<file path="config.mk">
export PLATFORM = sky130hd
export DESIGN_NAME = multicycle_control_fsm_flat
export DESIGN_NICKNAME = d
export VERILOG_FILES = /design/src/rtl/multicycle_control_fsm_if.sv /design/src/rtl/multicycle_control_fsm.sv /design/src/flat_wrapper.sv
export SDC_FILE = /design/constraint.sdc
export NUM_CORES = 1
export LEC_CHECK = 0
export BUFFER_PORTS_ARGS = -buffer_cell sky130_fd_sc_hd__clkbuf_2
export CORE_MARGIN = 1.5
export CORE_UTILIZATION = 38
export CTS_CLUSTER_DIAMETER = 60
export DETAILED_ROUTE_END_ITERATION = 10
export GPL_ROUTABILITY_DRIVEN = 0
export PLACE_DENSITY = 0.72
export SLEW_MARGIN = 20
export SYNTH_ARGS = -nofsm -noshare
export SYNTH_HDL_FRONTEND = slang
export SYNTH_SLANG_ARGS = --single-unit
</file>
<file path="constraint.sdc">
create_clock -name clk -period 1.2 [get_ports clk]
set_input_delay 0 -clock clk [delete_from_list [all_inputs] [get_ports clk]]
set_output_delay 0 -clock clk [all_outputs]
set_load 0.005 [all_outputs]
</file>
<file path="src/rtl/multicycle_control_fsm_if.sv">
// Control bundle between the multicycle sequencer and the MIPS datapath.
//   master : the control FSM (reads Op/Funct/Zero, drives selects and enables)
//   slave  : the datapath (drives Op/Funct/Zero, consumes selects and enables)
// Signals:
//   Op, Funct   IR[31:26] / IR[5:0]
//   Zero        ALU zero flag of the current cycle
//   IorD, MemWrite, IRWrite, RegDst, MemtoReg, RegWrite, ALUSrcA, ALUSrcB,
//   ALUControl, PCSrc, PCEn   datapath controls
//   State       current sequencer state, for debug
interface multicycle_control_fsm_if;
    logic [5:0] Op;
    logic [5:0] Funct;
    logic       Zero;
    logic       IorD;
    logic       MemWrite;
    logic       IRWrite;
    logic       RegDst;
    logic       MemtoReg;
    logic       RegWrite;
    logic       ALUSrcA;
    logic [1:0] ALUSrcB;
    logic [2:0] ALUControl;
    logic [1:0] PCSrc;
    logic       PCEn;
    logic [3:0] State;

    modport master (
        input  Op, Funct, Zero,
        output IorD, MemWrite, IRWrite, RegDst, MemtoReg, RegWrite, ALUSrcA,
               ALUSrcB, ALUControl, PCSrc, PCEn, State
    );

    modport slave (
        output Op, Funct, Zero,
        input  IorD, MemWrite, IRWrite, RegDst, MemtoReg, RegWrite, ALUSrcA,
               ALUSrcB, ALUControl, PCSrc, PCEn, State
    );
endinterface

</file>
<file path="src/rtl/multicycle_control_fsm.sv">
// Moore control sequencer for the multicycle MIPS datapath. Steps each
// instruction through FETCH..WRITEBACK, one state per clock, and decodes all
// datapath selects, write enables and the ALU function from the state.
// Ports:
//   clk         system clock
//   reset       synchronous active-high reset
//   bus         control bundle (master side), see multicycle_control_fsm_if
//   InstrCount  retired-instruction count, only when MC_INSTR_COUNT_EN is defined
// Build option:
//   MC_INSTR_COUNT_EN  adds the CNT_W-bit retired-instruction counter
module multicycle_control_fsm #(
    parameter int unsigned CNT_W = 32
) (
    input  logic                     clk,
    input  logic                     reset,
    multicycle_control_fsm_if.master bus
`ifdef MC_INSTR_COUNT_EN
    ,
    output logic [CNT_W-1:0]         InstrCount
`endif
);

    typedef enum logic [3:0] {
        StFetch  = 4'd0,
        StDecode = 4'd1,
        StMemAdr = 4'd2,
        StMemRd  = 4'd3,
        StMemWb  = 4'd4,
        StMemWr  = 4'd5,
        StExec   = 4'd6,
        StAluWb  = 4'd7,
        StBranch = 4'd8,
        StAddiEx = 4'd9,
        StAddiWb = 4'd10,
        StJump   = 4'd11
    } state_e;

    localparam logic [5:0] OpRtype = 6'b000000;
    localparam logic [5:0] OpLw    = 6'b100011;
    localparam logic [5:0] OpSw    = 6'b101011;
    localparam logic [5:0] OpBeq   = 6'b000100;
    localparam logic [5:0] OpAddi  = 6'b001000;
    localparam logic [5:0] OpJ     = 6'b000010;

    localparam logic [2:0] AluAnd = 3'b000;
    localparam logic [2:0] AluOr  = 3'b001;
    localparam logic [2:0] AluAdd = 3'b010;
    localparam logic [2:0] AluSub = 3'b110;
    localparam logic [2:0] AluSlt = 3'b111;
    localparam logic [2:0] AluNor = 3'b100;

    state_e state_q, state_d;
    // lw/sw distinction is captured in DECODE so MEMADR need not look at Op.
    logic   is_store_q, is_store_d;
    logic   pc_write, branch;

    // State register
    always_ff @(posedge clk) begin
        if (reset) begin
            state_q    <= StFetch;
            is_store_q <= 1'b0;
        end else begin
            state_q    <= state_d;
            is_store_q <= is_store_d;
        end
    end

    // Next-state logic
    always_comb begin
        state_d    = StFetch;
        is_store_d = is_store_q;
        case (state_q)
            StFetch:  state_d = StDecode;
            StDecode: begin
                is_store_d = (bus.Op == OpSw);
                case (bus.Op)
                    OpLw, OpSw: state_d = StMemAdr;
                    OpRtype:    state_d = StExec;
                    OpBeq:      state_d = StBranch;
                    OpAddi:     state_d = StAddiEx;
                    OpJ:        state_d = StJump;
                    default:    state_d = StFetch;
                endcase
            end
            StMemAdr: state_d = is_store_q ? StMemWr : StMemRd;
            StMemRd:  state_d = StMemWb;
            StExec:   state_d = StAluWb;
            StAddiEx: state_d = StAddiWb;
            default:  state_d = StFetch;  // writebacks, branch, jump, unused codes
        endcase
    end

    // Output decode
    always_comb begin
        bus.IorD       = 1'b0;
        bus.MemWrite   = 1'b0;
        bus.IRWrite    = 1'b0;
        bus.RegDst     = 1'b0;
        bus.MemtoReg   = 1'b0;
        bus.RegWrite   = 1'b0;
        bus.ALUSrcA    = 1'b0;
        bus.ALUSrcB    = 2'b00;
        bus.ALUControl = AluAnd;
        bus.PCSrc      = 2'b00;
        pc_write       = 1'b0;
        branch         = 1'b0;
        case (state_q)
            StFetch: begin
                bus.IRWrite    = 1'b1;
                bus.ALUSrcB    = 2'b01;
                bus.ALUControl = AluAdd;
                pc_write       = 1'b1;
            end
            StDecode: begin
                bus.ALUSrcB    = 2'b11;
                bus.ALUControl = AluAdd;
            end
            StMemAdr, StAddiEx: begin
                bus.ALUSrcA    = 1'b1;
                bus.ALUSrcB    = 2'b10;
                bus.ALUControl = AluAdd;
            end
            StMemRd: bus.IorD = 1'b1;
            StMemWb: begin
                bus.MemtoReg = 1'b1;
                bus.RegWrite = 1'b1;
            end
            StMemWr: begin
                bus.IorD     = 1'b1;
                bus.MemWrite = 1'b1;
            end
            StExec: begin
                bus.ALUSrcA = 1'b1;
                case (bus.Funct)
                    6'b100010: bus.ALUControl = AluSub;
                    6'b100100: bus.ALUControl = AluAnd;
                    6'b100101: bus.ALUControl = AluOr;
                    6'b101010: bus.ALUControl = AluSlt;
                    6'b100111: bus.ALUControl = AluNor;
                    default:   bus.ALUControl = AluAdd;
                endcase
            end
            StAluWb: begin
                bus.RegDst   = 1'b1;
                bus.RegWrite = (bus.Funct != 6'b000000);  // NOP writes nothing
            end
            StBranch: begin
                bus.ALUSrcA    = 1'b1;
                bus.ALUControl = AluSub;
                bus.PCSrc      = 2'b01;
                branch         = 1'b1;
            end
            StAddiWb: bus.RegWrite = 1'b1;
            StJump: begin
                bus.PCSrc = 2'b10;
                pc_write  = 1'b1;
            end
            default: ;
        endcase

        bus.PCEn = (pc_write | (branch & bus.Zero)) & ~reset;
        // Reset suppresses every architectural write so an abandoned
        // instruction leaves no partial effect.
        if (reset) begin
            bus.MemWrite = 1'b0;
            bus.RegWrite = 1'b0;
            bus.IRWrite  = 1'b0;
        end
    end

    assign bus.State = state_q;

`ifdef MC_INSTR_COUNT_EN
    logic [CNT_W-1:0] instr_count_q;
    logic             retire;

    // Every state that finishes a real instruction; DECODE->FETCH is excluded.
    always_comb begin
        retire = 1'b0;
        case (state_q)
            StMemWb, StMemWr, StAluWb, StBranch, StAddiWb, StJump: retire = 1'b1;
            default: retire = 1'b0;
        endcase
    end

    always_ff @(posedge clk) begin
        if (reset) begin
            instr_count_q <= '0;
        end else if (retire) begin
            instr_count_q <= instr_count_q + CNT_W'(1);
        end
    end

    assign InstrCount = instr_count_q;
`endif

endmodule

</file>
<file path="src/flat_wrapper.sv">
// flat-port wrapper written by rule: the top's interface ports become plain ports
module multicycle_control_fsm_flat 
#(
    parameter int unsigned CNT_W = 32
)
  (clk, reset, bus_Op, bus_Funct, bus_Zero, bus_IorD, bus_MemWrite, bus_IRWrite, bus_RegDst, bus_MemtoReg, bus_RegWrite, bus_ALUSrcA, bus_ALUSrcB, bus_ALUControl, bus_PCSrc, bus_PCEn, bus_State);
  multicycle_control_fsm_if bus_i ();
  input  logic clk;
  input  logic reset;
  input wire logic [$bits(bus_i.Op)-1:0] bus_Op;
  input wire logic [$bits(bus_i.Funct)-1:0] bus_Funct;
  input wire logic [$bits(bus_i.Zero)-1:0] bus_Zero;
  output wire logic [$bits(bus_i.IorD)-1:0] bus_IorD;
  output wire logic [$bits(bus_i.MemWrite)-1:0] bus_MemWrite;
  output wire logic [$bits(bus_i.IRWrite)-1:0] bus_IRWrite;
  output wire logic [$bits(bus_i.RegDst)-1:0] bus_RegDst;
  output wire logic [$bits(bus_i.MemtoReg)-1:0] bus_MemtoReg;
  output wire logic [$bits(bus_i.RegWrite)-1:0] bus_RegWrite;
  output wire logic [$bits(bus_i.ALUSrcA)-1:0] bus_ALUSrcA;
  output wire logic [$bits(bus_i.ALUSrcB)-1:0] bus_ALUSrcB;
  output wire logic [$bits(bus_i.ALUControl)-1:0] bus_ALUControl;
  output wire logic [$bits(bus_i.PCSrc)-1:0] bus_PCSrc;
  output wire logic [$bits(bus_i.PCEn)-1:0] bus_PCEn;
  output wire logic [$bits(bus_i.State)-1:0] bus_State;
  assign bus_i.Op = bus_Op;
  assign bus_i.Funct = bus_Funct;
  assign bus_i.Zero = bus_Zero;
  assign bus_IorD = bus_i.IorD;
  assign bus_MemWrite = bus_i.MemWrite;
  assign bus_IRWrite = bus_i.IRWrite;
  assign bus_RegDst = bus_i.RegDst;
  assign bus_MemtoReg = bus_i.MemtoReg;
  assign bus_RegWrite = bus_i.RegWrite;
  assign bus_ALUSrcA = bus_i.ALUSrcA;
  assign bus_ALUSrcB = bus_i.ALUSrcB;
  assign bus_ALUControl = bus_i.ALUControl;
  assign bus_PCSrc = bus_i.PCSrc;
  assign bus_PCEn = bus_i.PCEn;
  assign bus_State = bus_i.State;
  multicycle_control_fsm #(.CNT_W(CNT_W)) u_core (.clk(clk), .reset(reset), .bus(bus_i));
endmodule
</file>
* Word level (Yosys, flattened, before mapping) *
Index checks and enable logic that the tools add are counted.

storage, ports and cells
  register bits = 5
  input port bits = 15
  output and inout port bits = 19
  logic and storage cells = 56

operators by class
  eq/ne operators = 21
  muxes and demuxes = 19
  bitwise logic cells = 4
  reductions and logical operators = 10

operators with widths
  operator                                                          number
  6-bit == test (second input constant)                             7
  4-bit case mux with 6 select lines                                1
  4-bit case mux with 5 select lines                                1
  4-bit by 3-bit == test with 1-bit output (second input constant)  4
  4-bit == test (second input constant)                             4
  3-bit case mux with 5 select lines                                1
  1-bit 2-to-1 mux                                                  11
  2-bit OR reduction                                                5
  3-bit case mux with 3 select lines                                1
  4-bit by 2-bit == test with 1-bit output (second input constant)  2
  4-bit OR reduction                                                2
  6-bit by 2-bit == test with 1-bit output (second input constant)  1
  6-bit by 3-bit == test with 1-bit output (second input constant)  1
  6-bit by 4-bit == test with 1-bit output (second input constant)  1
  6-bit zero test                                                   1
  2-bit case mux with 3 select lines                                1
  6-bit nonzero test                                                1
  4-bit by 1-bit == test with 1-bit output (second input constant)  1
  4-bit zero test                                                   1
  2-bit case mux with 2 select lines                                1
  3-bit 2-to-1 mux                                                  1
  1-bit bitwise AND                                                 2
  1-bit case mux with 2 select lines                                1
  1-bit inverter                                                    1
  1-bit OR                                                          1

* Depth between registers and ports, before layout *
Gate-level depths: netlist (run 1).

  depth in word-level cells = 5
  mapped depth = 5

* Worst setup path before layout (run 1) *
No wires, ideal clock.

  path kind = register -> register
  start = reg u_core.state_q[1] (netlist: u_core.bus.State[1])
  end = reg u_core.state_q[1] (netlist: u_core.bus.State[1])
  arrival = 1218 ps
  setup slack = -105 ps
  stages on the path, launching flop included = 5
  path buffers = 1
  path through = dfxtp_1 > buf_6 > or3b_4 > o22a_1 > a221oi_2

between the ends
  word-level cells in the longest chain between the ends = 2
  elaborated cells between the ends (all ways) = 7
  those cells by class = eq/ne (5); mux (1); reduce/logical (1)

ends and longest elaborated chain
  element                                line                          source
  start: declaration                     multicycle_control_fsm.sv:52  state_e state_q, state_d;
  start signal: assignment               multicycle_control_fsm.sv:60  state_q <= StFetch;
  start signal: assignment               multicycle_control_fsm.sv:63  state_q <= state_d;
  4-bit == test (tied with other cells)  multicycle_control_fsm.sv:72  case (state_q)
  4-bit case mux with 6 select lines *   multicycle_control_fsm.sv:72

Mark *: on every way between the ends. The rest lies on a longest branch, timed or not.
A chain may end at the register's enable or synchronous reset.

* Worst setup path after layout (run 1) *
  start = reg u_core.state_q[1] (netlist: u_core.bus.State[1])
  end = out bus_ALUSrcB[1]

between the ends
  word-level cells in the longest chain between the ends = 3
  elaborated cells between the ends (all ways) = 6
  those cells by class = eq/ne (3); mux (1); reduce/logical (2)

ends and longest elaborated chain
  element                                                                           line                           source
  4-bit by 2-bit == test with 1-bit output / 4-bit == test (equally long branches)  multicycle_control_fsm.sv:107  case (state_q)
  2-bit OR reduction                                                                --
  2-bit case mux with 3 select lines *                                              multicycle_control_fsm.sv:107
  end: declaration                                                                  flat_wrapper.sv:20             output wire logic [$bits(bus_i.ALUSrcB)-1:0] bus_ALUSrcB;

Marks and branches as above.

==> metrics, run 1 <==
Synth Area in Compound Gates 27.2%; Worst Path Max Fanout 7; Least-Margin Pin Slew 394 ps; worst path cell trace or3b_4 > buf_6 > a21oi_2 > clkbuf_2; global-route wire length before repair 3.41 mm; Skew-Pair Late Insertion Delay 270 ps; CP max-delay cell or3b_4; final setup violating endpoints 17; Post-Route WL just under 3 mm; core area about 1500 µm²; cts bufs inserted 3; starting DRC count in detailed routing 22; CTS tree done; Rel. slew slack between 70% and 80%; Max Fclk 674 MHz; Synth Instances 75; Area after DPL ~920 µm²; violations in the final reports setup timing; H-Tree Depth 1; critical path class flop to primary output; R2R setup slack -250 ps; Post-Synth Adder-Cell Area 0%; CP endpoint kind primary output; root buffer cell clkbuf_4; synth warn 0; Die ar. around 1800 µm²; via count between 900 and 1000; XOR/XNOR Fraction of Synth Area 2.97%; Die Ht 42.4 µm; Pre-Repair DR Iteration Count 4; critical path launch point type flop; Initial Util 40.1%; post-synthesis sequential area ratio 17.0%; largest net degree at the start of global routing 10; Total Nets Final 159; Total Power 0.640 mW; dpl hpwl 1.32 mm; Final WS setup -285 ps; Synth Flop Type dfxtp_1; CP Data Arrival Time 1480 ps; vias in the first global route 770; Slew Limit Fails 0; post-synthesis register bit count 5; P&R area growth vs syn 114%; post-route cell area around 1300 µm²; multiplexer share of the synthesized area 0%; clk sink count 5; DRC viols 0; CP max stage delay ~410 ps; Worst VDD drop ~520 µV; PortBufs 33; WHS Path Cells 3; fill cell total of the finished layout 71; RSZ-0062 raised after global routing yes; status finished, violations left; Tmin final about 1500 ps; Antenna Violating Nets Remaining 0; cell area after synthesis 589 µm²; hold_ws 21.0 ps; net count after synthesis 90; GRT Residual Overflow 0; Final Skew 4.62 ps; Crit path required time 1200 ps; CTS Hold Bufs 0; Min-Delay Path Class input port to flop; leakage power 0.560 nW; initial antenna violation count 0; worst slack at placement -89.6 ps; Post-synth ARST share 0%; Die Span X 42.4 µm; Post-synth EDFFs 0; I/O pin cnt 34; FF-to-FF path depth 4; syn avg cell area 7.86 µm²; Fin. Hold Viols 0; main combinational cell family by area after synthesis simple AND/OR/NAND/NOR gates; Yosys cell types 42; Tot GR Track Use 24.2%; simple-gate portion of the synthesized area 46.3%; Max-Cap Viols 0; Final period util 124%; PD cells approximately 510 nW/µm²; via-per-instance ratio just under 6; Clock Path Buffers 2; routed len/inst 18.4 µm; ANT cells 0; row cnt 14; CTS clk-pin slew, worst paths 60 ps; share of cells above drive strength 1 between 60% and 70%
[state kept, by name, summed over array words and instances (netlist names)]
name and count:
u_core.is_store_q 1, u_core.bus.State 4
[cell usage in the layout, fill, tap and decap left out, types with 3 or more instances in the layout]
master    count
nor4b_4       4
buf_2         5
a21oi_1       4
nor2b_1       3
clkbuf_2     26
clkbuf_4      3
buf_6        13
dfxtp_4       4
buf_4        25
nor2_1        4
[per-layer routing]
metal  vias up  GRT usage (%)  part of all wire [%]
met5         -              0                     0
met3         6           1.29                   3.6
met2        34           43.4                    54
met4         0           10.0                   2.0
li1        436              -                     -
met1       468           29.6                    41
[cells in the mapped netlist (2+ instances only)]
library cell,number,area [µm²]
nand3b_1,2,15.0
nor2_1,5,18.8
o21ai_0,3,15.0
buf_2,4,20.0
nor4_1,2,12.5
nor2b_1,3,18.8
dfxtp_1,5,100
a2111oi_0,2,17.5
nor4b_1,3,26.3
a21oi_1,5,25.0
and3_1,2,12.5
nor3_1,2,10.0
nand4b_1,2,17.5
nand2b_1,4,25.0
o21a_1,2,15.0
nand2_1,2,7.51
nor4b_2,2,30.0
[critical path: cells and delay by family (launching register included)]
family          cells  cell delay, ps
simple gates        1             410
compound gates      1             130
buf+inv             2             270
flops               1             400
[cells by family (layout without fill, tap and decap cells)]
logic type | Yosys count | in the layout
flops | 5 | 5
xor+xnor | 2 | 2
simple gates | 39 | 39
compound gates | 22 | 22
buf+inv | 7 | 75
[power breakdown]
part / switching, mW / total, mW / internal [mW]
Clock: 0.106 / 0.234 / 0.128
Sequential: 0.0127 / 0.177 / 0.164
Combinational: 0.108 / 0.229 / 0.120
Total: 0.227 / 0.640 / 0.413
[path summary, 6_finish.rpt]
check / start / to
max: u_core.bus.State[1]$_SDFF_PP0_ / bus_ALUSrcB[1]
min: bus_Op[2] / u_core.bus.State[3]$_SDFF_PP0_
max reg2reg: u_core.bus.State[1]$_SDFF_PP0_ / u_core.bus.State[0]$_SDFF_PP0_
min reg2reg: u_core.is_store_q$_SDFFE_PP0P_ / u_core.is_store_q$_SDFFE_PP0P_
[layout make-up]
type / count / area (µm²) / share of cell area (%)
multi-input combinational: 63 / 588 / 46.6
timing repair buffer: 70 / 509 / 40.3
sequential: 5 / 115 / 9.12
clock buffer: 4 / 26.3 / 2.08
tap: 16 / 20.0 / 1.59
inverter: 1 / 3.75 / 0.297
[metrics by stage]
stage          cells  util, %  TNS [ps]
3_5_place_dp     142     62.6      -470
3_3_place_gp     142     62.6      -216
6_report         159     85.8     -2810
2_1_floorplan     75        -     -94.7
4_1_cts          151     73.2     -1870
5_1_grt          159     85.8     -3530
[what timing repair did]
| action | CTS | global route |
|---|---|---|
| setup buffers | 5 | 8 |
| pin swaps | 0 | 10 |
| gates resized for setup | 23 | 33 |
| setup endpoints to repair | 18 | 19 |
No activity file was read; power rests on OpenSTA's default activity.
==> run 2, diff against run 1 <==
--- a/config.mk
+++ b/config.mk
@@ -9,9 +9,10 @@
 export CORE_MARGIN = 1.5
 export CORE_UTILIZATION = 38
 export CTS_CLUSTER_DIAMETER = 60
+export CTS_CLUSTER_SIZE = 40
 export DETAILED_ROUTE_END_ITERATION = 10
 export GPL_ROUTABILITY_DRIVEN = 0
-export PLACE_DENSITY = 0.72
+export PLACE_DENSITY_LB_ADDON = 0.2
 export SLEW_MARGIN = 20
 export SYNTH_ARGS = -nofsm -noshare
 export SYNTH_HDL_FRONTEND = slang
==> metrics, run 2 (synthesis results as in run 1) <==
Max-Cap Viols 0; core area 1470 µm²; Post-Route WL 2.37 mm; CP Data Arrival Time 1470 ps; worst path cell trace buf_6 > nor4b_4 > buf_4 > a21oi_2 > o21bai_1 > buf_2; CTS clk-pin slew, worst paths 50 ps; Skew-Pair Late Insertion Delay around 240 ps; final setup violating endpoints 15; via count 887; critical path launch point type flop; Clock Power Share 33.2%; Max Fclk between 600 and 700 MHz; status finished, violations left; most common cell after layout, fill and taps aside clkbuf_2; register share of total power 29.5%; ANT cells 0; GRT Residual Overflow 0; H-Tree Depth 1; global-route wire length before repair 3.89 mm; DRC viols 0; Die ar. 1800 µm²; Worst Path Max Fanout 5; Sw Ratio between 30% and 40%; share of cells above drive strength 1 67.4%; Clock Path Buffers 2; Initial Util 40.1%; starting DRC count in detailed routing 28; total instance count after detailed placement around 140; PD cells 492 nW/µm²; FF-to-FF path depth 4; Least-Margin Pin Slew 414 ps; CP max-delay cell dfxtp_4; Final Skew 0.854 ps; violations in the final reports setup timing; via-per-instance ratio 5.76; R2R setup slack -180 ps; CP endpoint kind primary output; root buffer cell clkbuf_4; RSZ-0062 raised after global routing yes; Final WS setup -266 ps; r2r endpoint u_core.bus.State[1]$_SDFF_PP0_; worst slack at placement -130 ps; Crit path required time 1200 ps; Hold Path Origin bus_Op[2]; Die Ht 42.4 µm; routed len/inst between 15 and 20 µm; WHS Path Cells 3; leakage power 0.529 nW; Tmin final between 1000 and 1500 ps; Comb pwr share 37.3%; most frequent cells in the layout clkbuf_2 (29), buf_4 (22), buf_6 (9); PortBufs 33; CTS tree done; cts bufs inserted 3; Slew Limit Fails 0; RR Startpoint u_core.bus.State[1]$_SDFF_PP0_; largest net degree at the start of global routing 12; Min-Delay Endpoint u_core.bus.State[3]$_SDFF_PP0_; Rel. slew slack 72.0%; clk sink count 5; P&R area growth vs syn 102%; Antenna Violating Nets Remaining 0; Pre-Repair DR Iteration Count 4; initial antenna violation count 0; Fin. Hold Viols 0; Psw 0.179 mW; Die Span X 42.4 µm; row cnt 14; Worst VDD drop 393 µV; Total Nets Final 154; critical path class flop to primary output; Tot GR Track Use 27.8%; Min-Delay Path Class input port to flop; dpl hpwl 1.41 mm; Final period util 122%; Largest register FFs 4; P_int 0.406 mW; vias in the first global route between 800 and 900; CP max stage delay 350 ps; I/O pin cnt 34; non-filler instance count after layout approximately 150
-- run 2: cell types whose count changed in the layout (fill, tap and decap cells not counted), moves of 2 or more --
cell,change
clkbuf_2,+3
buf_6,-4
a21oi_2,+2
a21oi_1,-2
buf_4,-3
-- run 2: how the worst max path moves through the flow --
stage,cells after the start,slack [ps],end,start
after CTS,6,-250,bus_PCEn,u_core.bus.State[0]$_SDFF_PP0_
after floorplan,4,-80,u_core.bus.State[1]$_SDFF_PP0_,u_core.bus.State[1]$_SDFF_PP0_
after global routing,6,-310,bus_PCEn,u_core.bus.State[0]$_SDFF_PP0_
after global placement,3,-80,u_core.bus.State[1]$_SDFF_PP0_,u_core.bus.State[2]$_SDFF_PP0_
final,6,-270,bus_PCEn,u_core.bus.State[0]$_SDFF_PP0_
after detailed placement,6,-130,bus_PCEn,u_core.bus.State[0]$_SDFF_PP0_
-- run 2: critical path, delay by kind of cell (launching register included) --
kind            cells  cell delay [ps]
simple gates        1              290
compound gates      2              160
flops               1              350
buf+inv             3              420
-- run 2: final cells by class --
type | count | area (µm²)
clock buffers | 4 | 26.3
fillers | 98 | 283
inverters | 1 | 3.75
multi-input cells | 63 | 577
flip-flops and latches | 5 | 115
well taps | 16 | 20.0
repair buffers | 65 | 447
-- run 2: routing by layer --
metal / up-vias / GRT usage (%) / routed length [µm]
met5: - / 0 / 0
met3: 2 / 1.29 / 118
met4: 0 / 9.38 / 14
met2: 41 / 47.7 / 1300
met1: 420 / 36.8 / 934
li1: 424 / - / -
-- run 2: what timing repair did --
item	in CTS	in global routing
hold buffers	0	0
pin swaps	9	6
resized for setup	33	16
setup buffers	6	4
endpoints found under the setup margin	19	19
-- run 2: per-stage QoR --
step	hold WS, ps	util, %	power, mW	cell area (µm²)	TNS (ps)
finish	39.6	80.8	0.585	1190	-2110
global route	64.2	80.8	0.626	1190	-3060
CTS	33.1	75.9	0.558	1120	-1890
detailed placement	295	62.1	0.337	913	-524
global placement	288	62.1	0.333	913	-381
floorplan	130	-	0.245	591	-94.7
-- run 2: power by group through the flow --
stage	registers (mW)	clock network (mW)	logic [mW]
CTS	0.172	0.201	0.186
floorplan	0.180	0	0.0649
finish	0.172	0.194	0.218
global route	0.172	0.220	0.233
global placement	0.181	0	0.152
detailed placement	0.181	0	0.156
==> run 3, diff against run 2 <==
--- a/config.mk
+++ b/config.mk
@@ -7,7 +7,7 @@
 export LEC_CHECK = 0
 export BUFFER_PORTS_ARGS = -buffer_cell sky130_fd_sc_hd__clkbuf_2
 export CORE_MARGIN = 1.5
-export CORE_UTILIZATION = 38
+export CORE_UTILIZATION = 45
 export CTS_CLUSTER_DIAMETER = 60
 export CTS_CLUSTER_SIZE = 40
 export DETAILED_ROUTE_END_ITERATION = 10
==> constraint.sdc (replaced) <==
create_clock -name clk -period 1.7 [get_ports clk]
set_input_delay 0 -clock clk [delete_from_list [all_inputs] [get_ports clk]]
set_output_delay 0 -clock clk [all_outputs]
set_load 0.005 [all_outputs]
==> metrics, run 3 (synthesis results as in run 1) <==
status finished clean; Comb pwr share 23.1%; DRC viols 0; PD cells about 430 nW/µm²; Die ar. approximately 1500 µm²; CP max stage delay 510 ps; dpl hpwl 1.24 mm; post-CTS sizing 1; Max-Cap Viols 0; Pre-Repair DR Iteration Count 4; most common cell after layout, fill and taps aside clkbuf_2; worst path cell trace nand2b_1 > nor4b_1 > a31o_2 > clkbuf_2; starting DRC count in detailed routing 16; global-route wire length before repair 2.38 mm; Total Nets Final about 130; Least-Margin Pin Slew about 400 ps; via-per-instance ratio about 6; P&R area growth vs syn 38.6%; ANT cells 0; Antenna Violating Nets Remaining 0; root buffer cell clkbuf_4; Tot GR Track Use 22.7%; Min-Delay Path Class input port to flop; Initial Util 51.0%; H-Tree Depth 1; via count 749; CP endpoint kind primary output; row cnt 12; Psw between 0.1 and 0.15 mW; RSZ-0062 raised after global routing no; Final period util between 90% and 100%; CP max-delay cell dfxtp_1; hold_ws about 57 ps; Total Neg Setup Slack 0 ps; Sw Ratio roughly 30%; CTS clk-pin slew, worst paths 40 ps; Final Skew ~1.3 ps; Die Ht 39.2 µm; GRT Residual Overflow 0; CP Data Arrival Time 1580 ps; CTS tree done; core area between 1000 and 1500 µm²; final setup violating endpoints 0; Clock Power Share between 30 and 40%; initial antenna violation count 0; Worst Path Max Fanout 10; cts bufs inserted 3; most frequent cells in the layout clkbuf_2 (33), nor2_1 (5), a21oi_1 (5), buf_4 (5), nand2b_1 (4); P_int between 0.2 and 0.3 mW; Fin. Hold Viols 0; leakage power between 0.3 and 0.4 nW; Rel. slew slack roughly 73%; PortBufs 33; Post-Route WL 1.61 mm; CTS Hold Bufs 0; Tmin final 1580 ps; Final WS setup 119 ps; register share of total power 37.6%; Max Fclk 633 MHz; vias in the first global route 580; clk sink count 5; Die Span X 39.2 µm; critical path launch point type flop; worst slack at placement 195 ps; Largest register FFs 4; share of cells above drive strength 1 46.8%; critical path class flop to primary output; post-route cell area 817 µm²; Worst VDD drop 377 µV; Skew-Pair Late Insertion Delay about 240 ps; setup bufs post-CTS 0; routed len/inst about 13 µm; fill cell total of the finished layout 92; Clock Path Buffers 2; I/O pin cnt 34; Slew Limit Fails 0; largest net degree at the start of global routing 18; Total Power 0.353 mW; Area after DPL 774 µm²; Crit path required time 1700 ps
run 3: cell count changes in the layout (fill, tap and decap cells not counted), moves of 4 or more:
cell and delta:
buf_4 -17, dfxtp_4 -4, buf_2 -4, clkbuf_2 +4, buf_6 -9
run 3: final timing paths:
kind                                  startpoint                              to  slack (ps)  cells after the start
setup / recovery  u_core.bus.State[2]$_SDFF_PP0_               bus_ALUControl[2]         120                      4
hold / removal                         bus_Op[3]  u_core.is_store_q$_SDFFE_PP0P_          60                      3
setup reg to reg  u_core.bus.State[1]$_SDFF_PP0_  u_core.bus.State[1]$_SDFF_PP0_         350                      3
hold reg to reg   u_core.is_store_q$_SDFFE_PP0P_  u_core.is_store_q$_SDFFE_PP0P_         520                      2
run 3: per-stage QoR:
step	std cells	util, %
3_5_place_dp	121	67.0
5_1_grt	125	70.7
6_report	125	70.7
4_1_cts	125	69.8
2_1_floorplan	75	-
3_3_place_gp	121	67.0
run 3: power groups by stage:
stage | registers, mW | logic, mW | clock network (mW)
floorplan | 0.127 | 0.0458 | 0
global placement | 0.133 | 0.0783 | 0
detailed placement | 0.133 | 0.0795 | 0
CTS | 0.132 | 0.0804 | 0.141
global route | 0.134 | 0.0900 | 0.148
finish | 0.133 | 0.0817 | 0.139
run 3: worst max-delay path, delay by kind of cell, from the launching register on:
| kind | cells | cell delay, ps |
|---|---|---|
| DFF | 1 | 510 |
| and+or+nand+nor | 2 | 510 |
| AOI/OAI and AO/OA | 1 | 210 |
| buffers and inverters | 1 | 100 |
run 3: cell type report:
| type | instances | area [µm²] | share of cell area, % |
|---|---|---|---|
| well taps | 14 | 17.5 | 2.14 |
| flip-flops and latches | 5 | 104 | 12.7 |
| clock buffers | 4 | 26.3 | 3.22 |
| multi-input cells | 63 | 463 | 56.7 |
| repair buffers | 38 | 203 | 24.8 |
| inverters | 1 | 3.75 | 0.459 |
run 3: layer usage:
| metal | GRT usage (%) | wire length [µm] | vias to the layer above |
|---|---|---|---|
| li1 | - | - | 370 |
| met1 | 27.5 | 742 | 348 |
| met2 | 37.5 | 758 | 29 |
| met3 | 2.89 | 104 | 2 |
| met4 | 13.8 | 8 | 0 |
| met5 | 0 | 0 | - |
